`src/rtl/commit_stage_nport_if.sv`:
```
// rtl/commit_stage_nport_if.sv - shared types and scoreboard/regfile/CSR/LSU bundle for commit_stage_nport
package commit_stage_nport_pkg;

   typedef enum logic [2:0] {
      FU_NONE,
      FU_ALU,
      FU_LOAD,
      FU_STORE,
      FU_CSR,
      FU_CTRL
   } fu_t;

   typedef enum logic [3:0] {
      ADD,
      SUB,
      LD,
      SD,
      CSR_WRITE,
      CSR_READ,
      CSR_SET,
      CSR_CLEAR,
      FENCE,
      FENCE_I,
      SFENCE_VMA
   } fu_op;

   typedef struct packed {
      logic [63:0] cause;
      logic [63:0] tval;
      logic        valid;
   } exception_t;

   typedef struct packed {
      logic [63:0] pc;
      fu_t         fu;
      fu_op        op;
      logic [4:0]  rd;
      logic [63:0] result;
      logic        valid;
      exception_t  ex;
   } scoreboard_entry_t;

endpackage

interface commit_stage_nport_if #(
   parameter int NR_COMMIT_PORTS = 4,
   parameter int CNT_WIDTH       = 64
) ();
   import commit_stage_nport_pkg::*;

   logic                             halt_i;
   logic                             flush_dcache_i;
   scoreboard_entry_t                commit_instr_i [NR_COMMIT_PORTS];
   logic [NR_COMMIT_PORTS-1:0]       commit_ack_o;
   logic [NR_COMMIT_PORTS-1:0][4:0]  waddr_o;
   logic [NR_COMMIT_PORTS-1:0][63:0] wdata_o;
   logic [NR_COMMIT_PORTS-1:0]       we_o;
   exception_t                       exception_o;
   logic [63:0]                      pc_o;
   fu_op                             csr_op_o;
   logic [63:0]                      csr_wdata_o;
   logic [63:0]                      csr_rdata_i;
   exception_t                       csr_exception_i;
   logic                             commit_csr_o;
   logic                             commit_lsu_o;
   logic                             commit_lsu_ready_i;
   logic                             no_st_pending_i;
   logic                             fence_i_o;
   logic                             fence_o;
   logic                             sfence_vma_o;
   logic [CNT_WIDTH-1:0]             instret_o;
`ifdef COMMIT_STALL_CNT_EN
   logic [CNT_WIDTH-1:0]             stall_cnt_o;
`endif

   // commit stage side
   modport slave (
      input  halt_i, flush_dcache_i, commit_instr_i, csr_rdata_i, csr_exception_i,
      input  commit_lsu_ready_i, no_st_pending_i,
      output commit_ack_o, waddr_o, wdata_o, we_o, exception_o, pc_o,
      output csr_op_o, csr_wdata_o, commit_csr_o, commit_lsu_o,
      output fence_i_o, fence_o, sfence_vma_o, instret_o
`ifdef COMMIT_STALL_CNT_EN
      , output stall_cnt_o
`endif
   );

   // scoreboard / CSR / LSU / controller side
   modport master (
      output halt_i, flush_dcache_i, commit_instr_i, csr_rdata_i, csr_exception_i,
      output commit_lsu_ready_i, no_st_pending_i,
      input  commit_ack_o, waddr_o, wdata_o, we_o, exception_o, pc_o,
      input  csr_op_o, csr_wdata_o, commit_csr_o, commit_lsu_o,
      input  fence_i_o, fence_o, sfence_vma_o, instret_o
`ifdef COMMIT_STALL_CNT_EN
      , input stall_cnt_o
`endif
   );

endinterface

```
`src/rtl/commit_stage_nport.sv`:
```
// rtl/commit_stage_nport.sv - N-wide in-order commit stage with fence drain FSM; optional stall counter via COMMIT_STALL_CNT_EN
module commit_stage_nport #(
   parameter int NR_COMMIT_PORTS = 4,
   parameter int CNT_WIDTH       = 64
) (
   input logic                  clk_i,
   input logic                  rst_i,
   commit_stage_nport_if.slave  bus
);
   import commit_stage_nport_pkg::*;

   typedef enum logic [0:0] {
      ST_RUN,
      ST_DRAIN
   } state_t;

   typedef enum logic [1:0] {
      FK_FENCE,
      FK_FENCE_I,
      FK_SFENCE_VMA
   } fence_kind_t;

   state_t                           state_q, state_d;
   fence_kind_t                      kind_q, kind_d;
   logic [CNT_WIDTH-1:0]             instret_q, instret_d;

   exception_t                       exc;
   logic [NR_COMMIT_PORTS-1:0]       ack;
   logic [NR_COMMIT_PORTS-1:0]       we;
   logic [NR_COMMIT_PORTS-1:0][63:0] wdata;
   logic                             commit_lsu;
   logic                             commit_csr;
   fu_op                             csr_op;
   logic [63:0]                      csr_wdata;
   logic                             chain;
   logic                             store_used;
   logic                             pulse;
   fence_kind_t                      pulse_kind;
   logic                             fence0;
   fence_kind_t                      fence_kind0;
   logic [NR_COMMIT_PORTS-1:0]       retired;
   logic [CNT_WIDTH-1:0]             retire_inc;

   function automatic logic is_fence_op(input fu_op op);
      return (op == FENCE) || (op == FENCE_I) || (op == SFENCE_VMA);
   endfunction

   // Port-0 exception select: interrupt beats the entry's own exception, which beats a CSR trap
   always_comb begin
      exc = '0;
      if (bus.commit_instr_i[0].valid && !rst_i) begin
         if (bus.csr_exception_i.valid && !bus.csr_exception_i.cause[63]) begin
            exc       = bus.csr_exception_i;
            exc.tval  = bus.commit_instr_i[0].ex.tval;
         end
         if (bus.commit_instr_i[0].ex.valid) begin
            exc = bus.commit_instr_i[0].ex;
         end
         if (bus.csr_exception_i.valid && bus.csr_exception_i.cause[63]) begin
            exc       = bus.csr_exception_i;
            exc.tval  = bus.commit_instr_i[0].ex.tval;
         end
      end
      if (bus.halt_i) begin
         exc.valid = 1'b0;
      end
   end

   // Classify port 0 as a fence; a dcache flush piggybacks as FENCE_I unless a store sits there
   always_comb begin
      fence0      = 1'b0;
      fence_kind0 = FK_FENCE_I;
      if (is_fence_op(bus.commit_instr_i[0].op) ||
          (bus.flush_dcache_i && bus.commit_instr_i[0].fu != FU_STORE)) begin
         fence0 = 1'b1;
      end
      if (bus.commit_instr_i[0].op == FENCE) begin
         fence_kind0 = FK_FENCE;
      end else if (bus.commit_instr_i[0].op == SFENCE_VMA) begin
         fence_kind0 = FK_SFENCE_VMA;
      end
   end

   // Commit chain and fence FSM next-state; a fence or CSR ends the chain so younger entries
   // never retire alongside a pipeline flush
   always_comb begin
      ack        = '0;
      we         = '0;
      commit_lsu = 1'b0;
      commit_csr = 1'b0;
      csr_op     = ADD;
      csr_wdata  = '0;
      chain      = 1'b1;
      store_used = 1'b0;
      pulse      = 1'b0;
      pulse_kind = kind_q;
      state_d    = state_q;
      kind_d     = kind_q;
      for (int k = 0; k < NR_COMMIT_PORTS; k++) begin
         wdata[k] = bus.commit_instr_i[k].result;
      end

      if (!rst_i) begin
         if (state_q == ST_DRAIN) begin
            if (exc.valid) begin
               ack[0]  = 1'b1;
               state_d = ST_RUN;
            end else if (bus.no_st_pending_i && !bus.halt_i) begin
               ack[0]     = 1'b1;
               we[0]      = 1'b1;
               pulse      = 1'b1;
               pulse_kind = kind_q;
               state_d    = ST_RUN;
            end
         end else begin
            for (int k = 0; k < NR_COMMIT_PORTS; k++) begin
               if (chain) begin
                  if (!bus.commit_instr_i[k].valid || bus.halt_i) begin
                     chain = 1'b0;
                  end else if (k == 0 && exc.valid) begin
                     ack[0] = 1'b1;
                     chain  = 1'b0;
                  end else if (k != 0 && (bus.commit_instr_i[k].ex.valid || bus.flush_dcache_i)) begin
                     chain = 1'b0;
                  end else if (k == 0 && fence0) begin
                     chain = 1'b0;
                     if (bus.no_st_pending_i) begin
                        ack[0]     = 1'b1;
                        we[0]      = 1'b1;
                        pulse      = 1'b1;
                        pulse_kind = fence_kind0;
                     end else begin
                        state_d = ST_DRAIN;
                        kind_d  = fence_kind0;
                     end
                  end else if (is_fence_op(bus.commit_instr_i[k].op)) begin
                     chain = 1'b0;
                  end else if (bus.commit_instr_i[k].fu == FU_CSR) begin
                     chain = 1'b0;
                     if (k == 0) begin
                        ack[0]     = 1'b1;
                        we[0]      = 1'b1;
                        commit_csr = 1'b1;
                        csr_op     = bus.commit_instr_i[0].op;
                        csr_wdata  = bus.commit_instr_i[0].result;
                        wdata[0]   = bus.csr_rdata_i;
                     end
                  end else if (bus.commit_instr_i[k].fu == FU_STORE) begin
                     if (store_used || !bus.commit_lsu_ready_i) begin
                        chain = 1'b0;
                     end else begin
                        ack[k]     = 1'b1;
                        we[k]      = 1'b1;
                        commit_lsu = 1'b1;
                        store_used = 1'b1;
                     end
                  end else begin
                     ack[k] = 1'b1;
                     we[k]  = 1'b1;
                  end
               end
            end
         end
      end
   end

   // Retire count excludes a port-0 entry that is acknowledged only to raise its exception
   always_comb begin
      retired    = ack;
      retired[0] = ack[0] & ~exc.valid;
      retire_inc = '0;
      for (int k = 0; k < NR_COMMIT_PORTS; k++) begin
         retire_inc = retire_inc + {{(CNT_WIDTH-1){1'b0}}, retired[k]};
      end
      instret_d = instret_q + retire_inc;
   end

   // FSM, latched fence kind and retire counter
   always_ff @(posedge clk_i) begin
      if (rst_i) begin
         state_q   <= ST_RUN;
         kind_q    <= FK_FENCE;
         instret_q <= '0;
      end else begin
         state_q   <= state_d;
         kind_q    <= kind_d;
         instret_q <= instret_d;
      end
   end

`ifdef COMMIT_STALL_CNT_EN
   logic [CNT_WIDTH-1:0] stall_cnt_q, stall_cnt_d;

   // Count cycles where the oldest entry is waiting but not retiring
   always_comb begin
      stall_cnt_d = stall_cnt_q;
      if (bus.commit_instr_i[0].valid && !ack[0]) begin
         stall_cnt_d = stall_cnt_q + {{(CNT_WIDTH-1){1'b0}}, 1'b1};
      end
   end

   // Stall counter register
   always_ff @(posedge clk_i) begin
      if (rst_i) begin
         stall_cnt_q <= '0;
      end else begin
         stall_cnt_q <= stall_cnt_d;
      end
   end

   assign bus.stall_cnt_o = stall_cnt_q;
`endif

   assign bus.commit_ack_o = ack;
   assign bus.we_o         = we;
   assign bus.wdata_o      = wdata;
   assign bus.exception_o  = exc;
   assign bus.pc_o         = bus.commit_instr_i[0].pc;
   assign bus.csr_op_o     = csr_op;
   assign bus.csr_wdata_o  = csr_wdata;
   assign bus.commit_csr_o = commit_csr;
   assign bus.commit_lsu_o = commit_lsu;
   assign bus.fence_o      = pulse && (pulse_kind == FK_FENCE);
   assign bus.fence_i_o    = pulse && (pulse_kind == FK_FENCE_I);
   assign bus.sfence_vma_o = pulse && (pulse_kind == FK_SFENCE_VMA);
   assign bus.instret_o    = instret_q;

   generate
      for (genvar g = 0; g < NR_COMMIT_PORTS; g++) begin : g_waddr
         assign bus.waddr_o[g] = bus.commit_instr_i[g].rd;
      end
   endgenerate

endmodule

```
`src/flat_wrapper.sv`:
```
// flat-port wrapper written by rule: the top's interface ports become plain ports
module commit_stage_nport_flat import commit_stage_nport_pkg::*;
#(
   parameter int NR_COMMIT_PORTS = 4,
   parameter int CNT_WIDTH       = 64
)
  (clk_i, rst_i, bus_halt_i, bus_flush_dcache_i, bus_commit_instr_i, bus_csr_rdata_i, bus_csr_exception_i, bus_commit_lsu_ready_i, bus_no_st_pending_i, bus_commit_ack_o, bus_waddr_o, bus_wdata_o, bus_we_o, bus_exception_o, bus_pc_o, bus_csr_op_o, bus_csr_wdata_o, bus_commit_csr_o, bus_commit_lsu_o, bus_fence_i_o, bus_fence_o, bus_sfence_vma_o, bus_instret_o);
  commit_stage_nport_if #(.NR_COMMIT_PORTS(NR_COMMIT_PORTS), .CNT_WIDTH(CNT_WIDTH)) bus_i ();
  input logic clk_i;
  input logic rst_i;
  input wire logic [$bits(bus_i.halt_i)-1:0] bus_halt_i;
  input wire logic [$bits(bus_i.flush_dcache_i)-1:0] bus_flush_dcache_i;
  input wire logic [$bits(bus_i.commit_instr_i)-1:0] bus_commit_instr_i;
  input wire logic [$bits(bus_i.csr_rdata_i)-1:0] bus_csr_rdata_i;
  input wire logic [$bits(bus_i.csr_exception_i)-1:0] bus_csr_exception_i;
  input wire logic [$bits(bus_i.commit_lsu_ready_i)-1:0] bus_commit_lsu_ready_i;
  input wire logic [$bits(bus_i.no_st_pending_i)-1:0] bus_no_st_pending_i;
  output wire logic [$bits(bus_i.commit_ack_o)-1:0] bus_commit_ack_o;
  output wire logic [$bits(bus_i.waddr_o)-1:0] bus_waddr_o;
  output wire logic [$bits(bus_i.wdata_o)-1:0] bus_wdata_o;
  output wire logic [$bits(bus_i.we_o)-1:0] bus_we_o;
  output wire logic [$bits(bus_i.exception_o)-1:0] bus_exception_o;
  output wire logic [$bits(bus_i.pc_o)-1:0] bus_pc_o;
  output wire logic [$bits(bus_i.csr_op_o)-1:0] bus_csr_op_o;
  output wire logic [$bits(bus_i.csr_wdata_o)-1:0] bus_csr_wdata_o;
  output wire logic [$bits(bus_i.commit_csr_o)-1:0] bus_commit_csr_o;
  output wire logic [$bits(bus_i.commit_lsu_o)-1:0] bus_commit_lsu_o;
  output wire logic [$bits(bus_i.fence_i_o)-1:0] bus_fence_i_o;
  output wire logic [$bits(bus_i.fence_o)-1:0] bus_fence_o;
  output wire logic [$bits(bus_i.sfence_vma_o)-1:0] bus_sfence_vma_o;
  output wire logic [$bits(bus_i.instret_o)-1:0] bus_instret_o;
  assign bus_i.halt_i = bus_halt_i;
  assign bus_i.flush_dcache_i = bus_flush_dcache_i;
  assign bus_i.commit_instr_i = {>>{bus_commit_instr_i}};
  assign bus_i.csr_rdata_i = bus_csr_rdata_i;
  assign bus_i.csr_exception_i = bus_csr_exception_i;
  assign bus_i.commit_lsu_ready_i = bus_commit_lsu_ready_i;
  assign bus_i.no_st_pending_i = bus_no_st_pending_i;
  assign bus_commit_ack_o = bus_i.commit_ack_o;
  assign bus_waddr_o = bus_i.waddr_o;
  assign bus_wdata_o = bus_i.wdata_o;
  assign bus_we_o = bus_i.we_o;
  assign bus_exception_o = bus_i.exception_o;
  assign bus_pc_o = bus_i.pc_o;
  assign bus_csr_op_o = bus_i.csr_op_o;
  assign bus_csr_wdata_o = bus_i.csr_wdata_o;
  assign bus_commit_csr_o = bus_i.commit_csr_o;
  assign bus_commit_lsu_o = bus_i.commit_lsu_o;
  assign bus_fence_i_o = bus_i.fence_i_o;
  assign bus_fence_o = bus_i.fence_o;
  assign bus_sfence_vma_o = bus_i.sfence_vma_o;
  assign bus_instret_o = bus_i.instret_o;
  commit_stage_nport #(.NR_COMMIT_PORTS(NR_COMMIT_PORTS), .CNT_WIDTH(CNT_WIDTH)) u_core (.clk_i(clk_i), .rst_i(rst_i), .bus(bus_i));
endmodule
```
`config.mk`:
```
export PLATFORM = sky130hd
export DESIGN_NAME = commit_stage_nport_flat
export DESIGN_NICKNAME = d
export VERILOG_FILES = /design/src/rtl/commit_stage_nport_if.sv /design/src/rtl/commit_stage_nport.sv /design/src/flat_wrapper.sv
export SDC_FILE = /design/constraint.sdc
export NUM_CORES = 1
export LEC_CHECK = 0
export ABC_AREA = 1
export ABC_CLOCK_PERIOD_IN_PS = 5200
export CAP_MARGIN = 20
export CORE_AREA = 2 2 740 742
export DETAILED_ROUTE_END_ITERATION = 7
export DIE_AREA = 0 0 742 744
export PLACE_DENSITY = 0.3
export SLEW_MARGIN = 20
export SYNTH_ARGS = -nofsm -noshare
export SYNTH_HDL_FRONTEND = slang
export SYNTH_SLANG_ARGS = --single-unit
```
`constraint.sdc`:
```
create_clock -name clk_i -period 5.2 [get_ports clk_i]
set_clock_uncertainty 0.1 [all_clocks]
set_input_delay 0.78 -clock clk_i [delete_from_list [all_inputs] [get_ports clk_i]]
set_output_delay 0.78 -clock clk_i [all_outputs]
set_load 0.02 [all_outputs]
```
* Word level (Yosys, flattened, before mapping) *
Index checks and enable logic that the tools add are counted.

word-level totals
  register bits after elaboration = 67
  input bits = 1279
  output and inout bits = 614
  word-level logic and storage cells = 225

cells by class
  $add $sub $neg = 4
  equal/unequal tests = 23
  muxes and demuxes = 153
  bitwise gates (word level) = 5
  reductions and logical operators = 37

operators by type and width
  kind                number
  $mux 64             14
  $mux 129            4
  $add 64x1->64       2
  $mux 1              117
  $add 64x64->64      1
  $eq 4x4->1 const B  12
  $mux 4              9
  $logic_or 1x1->1    19
  $mux 2              8
  $eq 3x2->1 const B  4
  $eq 3x3->1 const B  4
  $logic_and 1x1->1   8
  $logic_not 1->1     8
  $reduce_and 5->1    1
  $not 1->1           4
  $mux 3              1
  $ne 3x2->1 const B  1
  $add 1x1->2         1
  $eq 2x1->1 const B  1
  $eq 2x2->1 const B  1
  $logic_not 2->1     1
  $and 1x1->1         1

* Depth between registers and ports, before layout *
  depth in word-level cells = 46
  depth in mapped cells = 24

* Worst setup path before layout *
No wires, ideal clock.

  path kind = in2reg
  start = in rst_i
  end = reg u_core.instret_q[34], in the netlist u_core.bus.instret_o[34]
  arrival time = 4128 ps
  setup slack = 850 ps
  stages on the path = 21
  path buffers = 1
  cells stage by stage = buf_4 > nor2_4 > nand3_1 > nand3_1 > nand2_1 > nand2_1 > nand2_1 > nor2_1 > ha_1 > fa_1 > ha_1 > fa_1 > nand2_2 > a21oi_4 > nand2_2 > nor2_2 > nand2_1 > nor2_2 > nand2_1 > o21ai_0 > a21oi_1

between the ends
  elaborated cells between the ends (all ways) = 70
  classes of those cells = add/sub (4); mux (59); bitwise (2); reduce/logical (5)

RTL lines
  what                             line                       source
  from (decl)                      flat_wrapper.sv:10         input logic rst_i;
  $logic_not 1->1                  -
  $logic_and 1x1->1                commit_stage_nport.sv:51   if (bus.commit_instr_i[0].valid && !rst_i) begin
  $mux 129                         commit_stage_nport.sv:51
  $mux 1                           commit_stage_nport.sv:64   if (bus.halt_i) begin
  $mux 1                           commit_stage_nport.sv:120  end else if (k == 0 && exc.valid) begin
  $mux 1                           commit_stage_nport.sv:118  if (!bus.commit_instr_i[k].valid || bus.halt_i) begin
  $mux 1                           commit_stage_nport.sv:104  if (state_q == ST_DRAIN) begin
  $mux 1                           commit_stage_nport.sv:103  if (!rst_i) begin
  (+6 left out)                    -
  $mux 1                           commit_stage_nport.sv:118
  $mux 1                           commit_stage_nport.sv:117  if (chain) begin
  $mux 3                           commit_stage_nport.sv:104
  $mux 4 (*)                       commit_stage_nport.sv:103
  named net bus_commit_ack_o[1]    flat_wrapper.sv:18         output wire logic [$bits(bus_i.commit_ack_o)-1:0] bus_commit_ack_o;
  $add 1x1->2 (*)                  commit_stage_nport.sv:173  retire_inc = retire_inc + {{(CNT_WIDTH-1){1'b0}}, retired[k]};
  $add 64x1->64 (*) (2 in series)  commit_stage_nport.sv:173
  $add 64x64->64 (*)               commit_stage_nport.sv:175  instret_d = instret_q + retire_inc;
  to (signal assigned)             commit_stage_nport.sv:187  instret_q <= instret_d;
  to (decl)                        commit_stage_nport.sv:25   logic [CNT_WIDTH-1:0] instret_q, instret_d;

Mark *: on every way through the listed nets, which the timed path passes. The rest lies on a longest branch. The select of a mux whose other input is x is not followed.
A chain may end at the register's enable or synchronous reset.

* Worst setup path in the final report *
  start = in bus_commit_instr_i[1012]
  end = reg u_core.instret_q[60], in the netlist u_core.bus.instret_o[60]

between the ends
  word-level cells in the longest chain between the ends = 42
  elaborated cells between the ends (all ways) = 77
  classes of those cells = add/sub (4); eq/ne (3); mux (63); bitwise (1); reduce/logical (6)

RTL lines
  what                  line                       source
  from (decl)           flat_wrapper.sv:13         input wire logic [$bits(bus_i.commit_instr_i)-1:0] bus_commit_instr_i;
  $eq 4x4->1            commit_stage_nport.sv:45   return (op == FENCE) || (op == FENCE_I) || (op == SFENCE_VMA);
  $logic_or 1x1->1      commit_stage_nport.sv:45
  $logic_or 1x1->1 (*)  commit_stage_nport.sv:45
  $logic_or 1x1->1      commit_stage_nport.sv:73   if (is_fence_op(bus.commit_instr_i[0].op) ||
  $mux 1                commit_stage_nport.sv:73
  $mux 1                commit_stage_nport.sv:125  end else if (k == 0 && fence0) begin
  $mux 1                commit_stage_nport.sv:120
  $mux 1                commit_stage_nport.sv:118
  (+26 left out)        -
  $mux 1                commit_stage_nport.sv:136  end else if (is_fence_op(bus.commit_instr_i[k].op)) begin
  $mux 1                commit_stage_nport.sv:123  end else if (k != 0 && (bus.commit_instr_i[k].ex.valid || bus.flush_dcache_i)) begin
  $mux 1                commit_stage_nport.sv:118
  $mux 1                commit_stage_nport.sv:117
  $mux 3                commit_stage_nport.sv:104
  $mux 4 (*)            commit_stage_nport.sv:103
  $add 64x1->64 (*)     commit_stage_nport.sv:173
  $add 64x64->64 (*)    commit_stage_nport.sv:175

Every way passes the cells marked *; elsewhere a longest branch is shown, timed or not. The select of a mux whose other input is x is not followed.

==> flow_metrics.tcl <==
set metrics [dict create \
    grt_remaining_overflow 0 \
    arrival_ps 5000 \
    final_common_cell "clkdlybuf4s50_1" \
    cp_max_fo 6 \
    hold_buffers 0 \
    place_congestion 0.786 \
    syn_nets 2967 \
    start_kind "input pin" \
    avgRoutedWirePerCell_um 30.4 \
    drive_gt1_frac 0.165 \
    grt_use_met2 0.144 \
    root_buffer "clkbuf_16" \
    netlist_area_sq_um 9620 \
    gr-usage-met1 0.0693 \
    critPathTopFamily "buffers and inverters" \
    critPathBufInv 8 \
    synth-seq-cells 67 \
    grt_use_met3 0.143 \
    crit_required_ps 5320 \
    globalRouteTotalUtil 0.0991 \
    synth_top_area_cell "buf_4" \
    die_y_um 744 \
    cap_violations 0 \
    ys_top_cells_by_area "buf_4 22%, dfxtp_1 14%, nand2_1 9.8%, nor2_1 9.4%, inv_1 9.3%" \
    grt_pass1_wl_um 314000 \
    preCtsSetupSlack_ps -591 \
    cts.path.max_buffers 2 \
    worst_pin_slew_ps 919 \
    numCtsBuffers 9 \
    die_area_sq_um 552000 \
    io_pins 1893 \
    slew_headroom 0.387 \
    cellLeakagePower_uw 0.00701 \
    layout_setup_ws_ps 322 \
    firstDrtPassIters 7 \
    num_vias 13900 \
    min_from "u_core.kind_q[1]" \
    nets 3430 \
    fin_crit_sh 0.938 \
    cts_sinks 67 \
    final_max_slew_viol_count 0 \
    syn_to_final_growth_pct 171 \
    cp_common_cell "buf_4" \
    core_sq_um 544000 \
    fmax_mhz 205 \
    clk_latency_ps 430 \
    post-dp-hpwl_um 273000 \
    power.total_uw 2360 \
    ys_warn_count 0 \
    critPathKind "in2reg" \
    status "finished, final reports clean" \
    avgSynthCellArea_sq_um 5.72 \
    critPathMaxStageDelay_ps 500 \
    setup_viol 0 \
    cts_max_level 3 \
    antenna_found_initial 153 \
    yosysSeqAreaShare 0.139 \
    ant_nets 0 \
    grt_pass1_vias 13200 \
    reg2reg_from "u_core.state_q" \
    grt_max_degree 90 \
    routed_wl_um 286000 \
    drt-vias-per-instance 1.48 \
    synth.distinct_cells 37 \
    hold_viol_final 0 \
    initial_utilization 0.0177 \
    worstSetupEndpointType "flop" \
    busiest_layer "met2" \
    critical_path.slowest_cell "fa_1" \
    rows 271 \
    layout_common_cells "512 x clkdlybuf4s50_1, 249 x nand2_1, 239 x inv_1, 237 x nor2_1, 167 x buf_12" \
    peakVddDrop_v 0.000133 \
    path_clk_slew_ps 130 \
    synthCells 1681 \
    power.density_nw_per_um2 90.2 \
    nFillCells 64500 \
    initialDrtViolationCount 746 \
    synth_top_area_frac 0.223 \
    worstHoldPathType "reg2reg" \
    cp-startpoint "bus_commit_instr_i[1012]" \
    cts_tree "built" \
    drc 0 \
    die_width_um 742 \
    period_needed_ps 4880 \
    io_buffers 700 \
]
## report_power, final
| group | internal [uW] | leakage (uW) | switching, uW | total [uW] |
|---|---|---|---|---|
| logic | 523 | 0.00632 | 579 | 1100 |
| clock network | 382 | 0.000145 | 357 | 739 |
| registers | 514 | 0.000540 | 1.12 | 515 |
| total | 1420 | 0.00701 | 936 | 2360 |
## worst paths after layout
check	endpoint	slack, ps	cells past startpoint
worst max-delay path	u_core.bus.instret_o[60]	320	25
worst min register to register	u_core.kind_q[1]	360	2
worst min-delay path	u_core.kind_q[1]	360	2
worst max register to register	u_core.bus.instret_o[60]	1250	20
## worst min-delay path, delay by kind of cell (launching register included)
kind / cells / cell delay (ps)
flip-flops: 1 / 320
buffers and inverters: 1 / 60
AO/OA/AOI/OAI: 1 / 50
## cell type report
class                   instances  area, sq um  area share
repair buffers                806         9440       0.362
well taps                    7234         9050       0.347
multi-input cells            1017         4960       0.190
flip-flops and latches         67         1340      0.0513
inverters                     243          917      0.0351
clock buffers                   9          225     0.00862
diodes                         39         97.6     0.00374
clock inverters                 7         82.6     0.00316
## metal layers
layer / share of wire / vias up
met5: 0.0020 / -
met4: 0.042 / 84
met3: 0.31 / 361
met2: 0.40 / 1354
met1: 0.25 / 6077
li1: - / 6056
## synth_stat cells
library cell  number
buf_4            286
nand2_1          252
nor2_1           240
inv_1            239
a21oi_1          120
nand3_1          118
o21ai_0           88
dfxtp_1           67
o211ai_1          63
clkbuf_1          46
nor3_1            42
nand4_1           30
buf_2              8
nor2_2             8
buf_1              7
buf_6              7
or2_0              7
or2_2              6
ha_1               5
nand2_2            5
nor2_4             4
nor3_2             4
nor3b_1            4
xor2_1             4
nand3b_1           3
a211oi_1           2
a21oi_2            2
a31oi_1            2
and2_1             2
fa_1               2
inv_2              2
a21oi_4            1
clkinv_2           1
inv_4              1
nor4_4             1
o311ai_0           1
xnor2_1            1
## cell families after synthesis
kind of cell    synth area share
fa+ha+maj                 0.0107
simple gates               0.329
compound gates             0.165
xor+xnor                 0.00455
buf+inv                    0.351
flops                      0.139
## state kept, by name, indices dropped and copies added (netlist names)
name	count
u_core.state_q	1
u_core.bus.instret_o	64
u_core.kind_q	2
## stage by stage
| stage | hold WS [ps] | std cells | utilization | setup TNS, ps | instance area [sq um] |
|---|---|---|---|---|---|
| finish | 362 | 9422 | 0.0481 | 0 | 26100 |
| detailed placement | 350 | 9365 | 0.0472 | -17990 | 25600 |
| floorplan | 330 | 1681 | - | 0 | 9620 |
| CTS | 369 | 9381 | 0.0477 | 0 | 25900 |
| global route | 388 | 9389 | 0.0479 | -17.5 | 26000 |
| global placement | 354 | 9365 | 0.0472 | -20830 | 25600 |
## what timing repair did
item                                    CTS  global route
resized for setup                         3            11
endpoints found under the setup margin   20            16
buffers inserted                          0             1
pin swaps                                 0             3
Power figures use the tool's default switching activity.
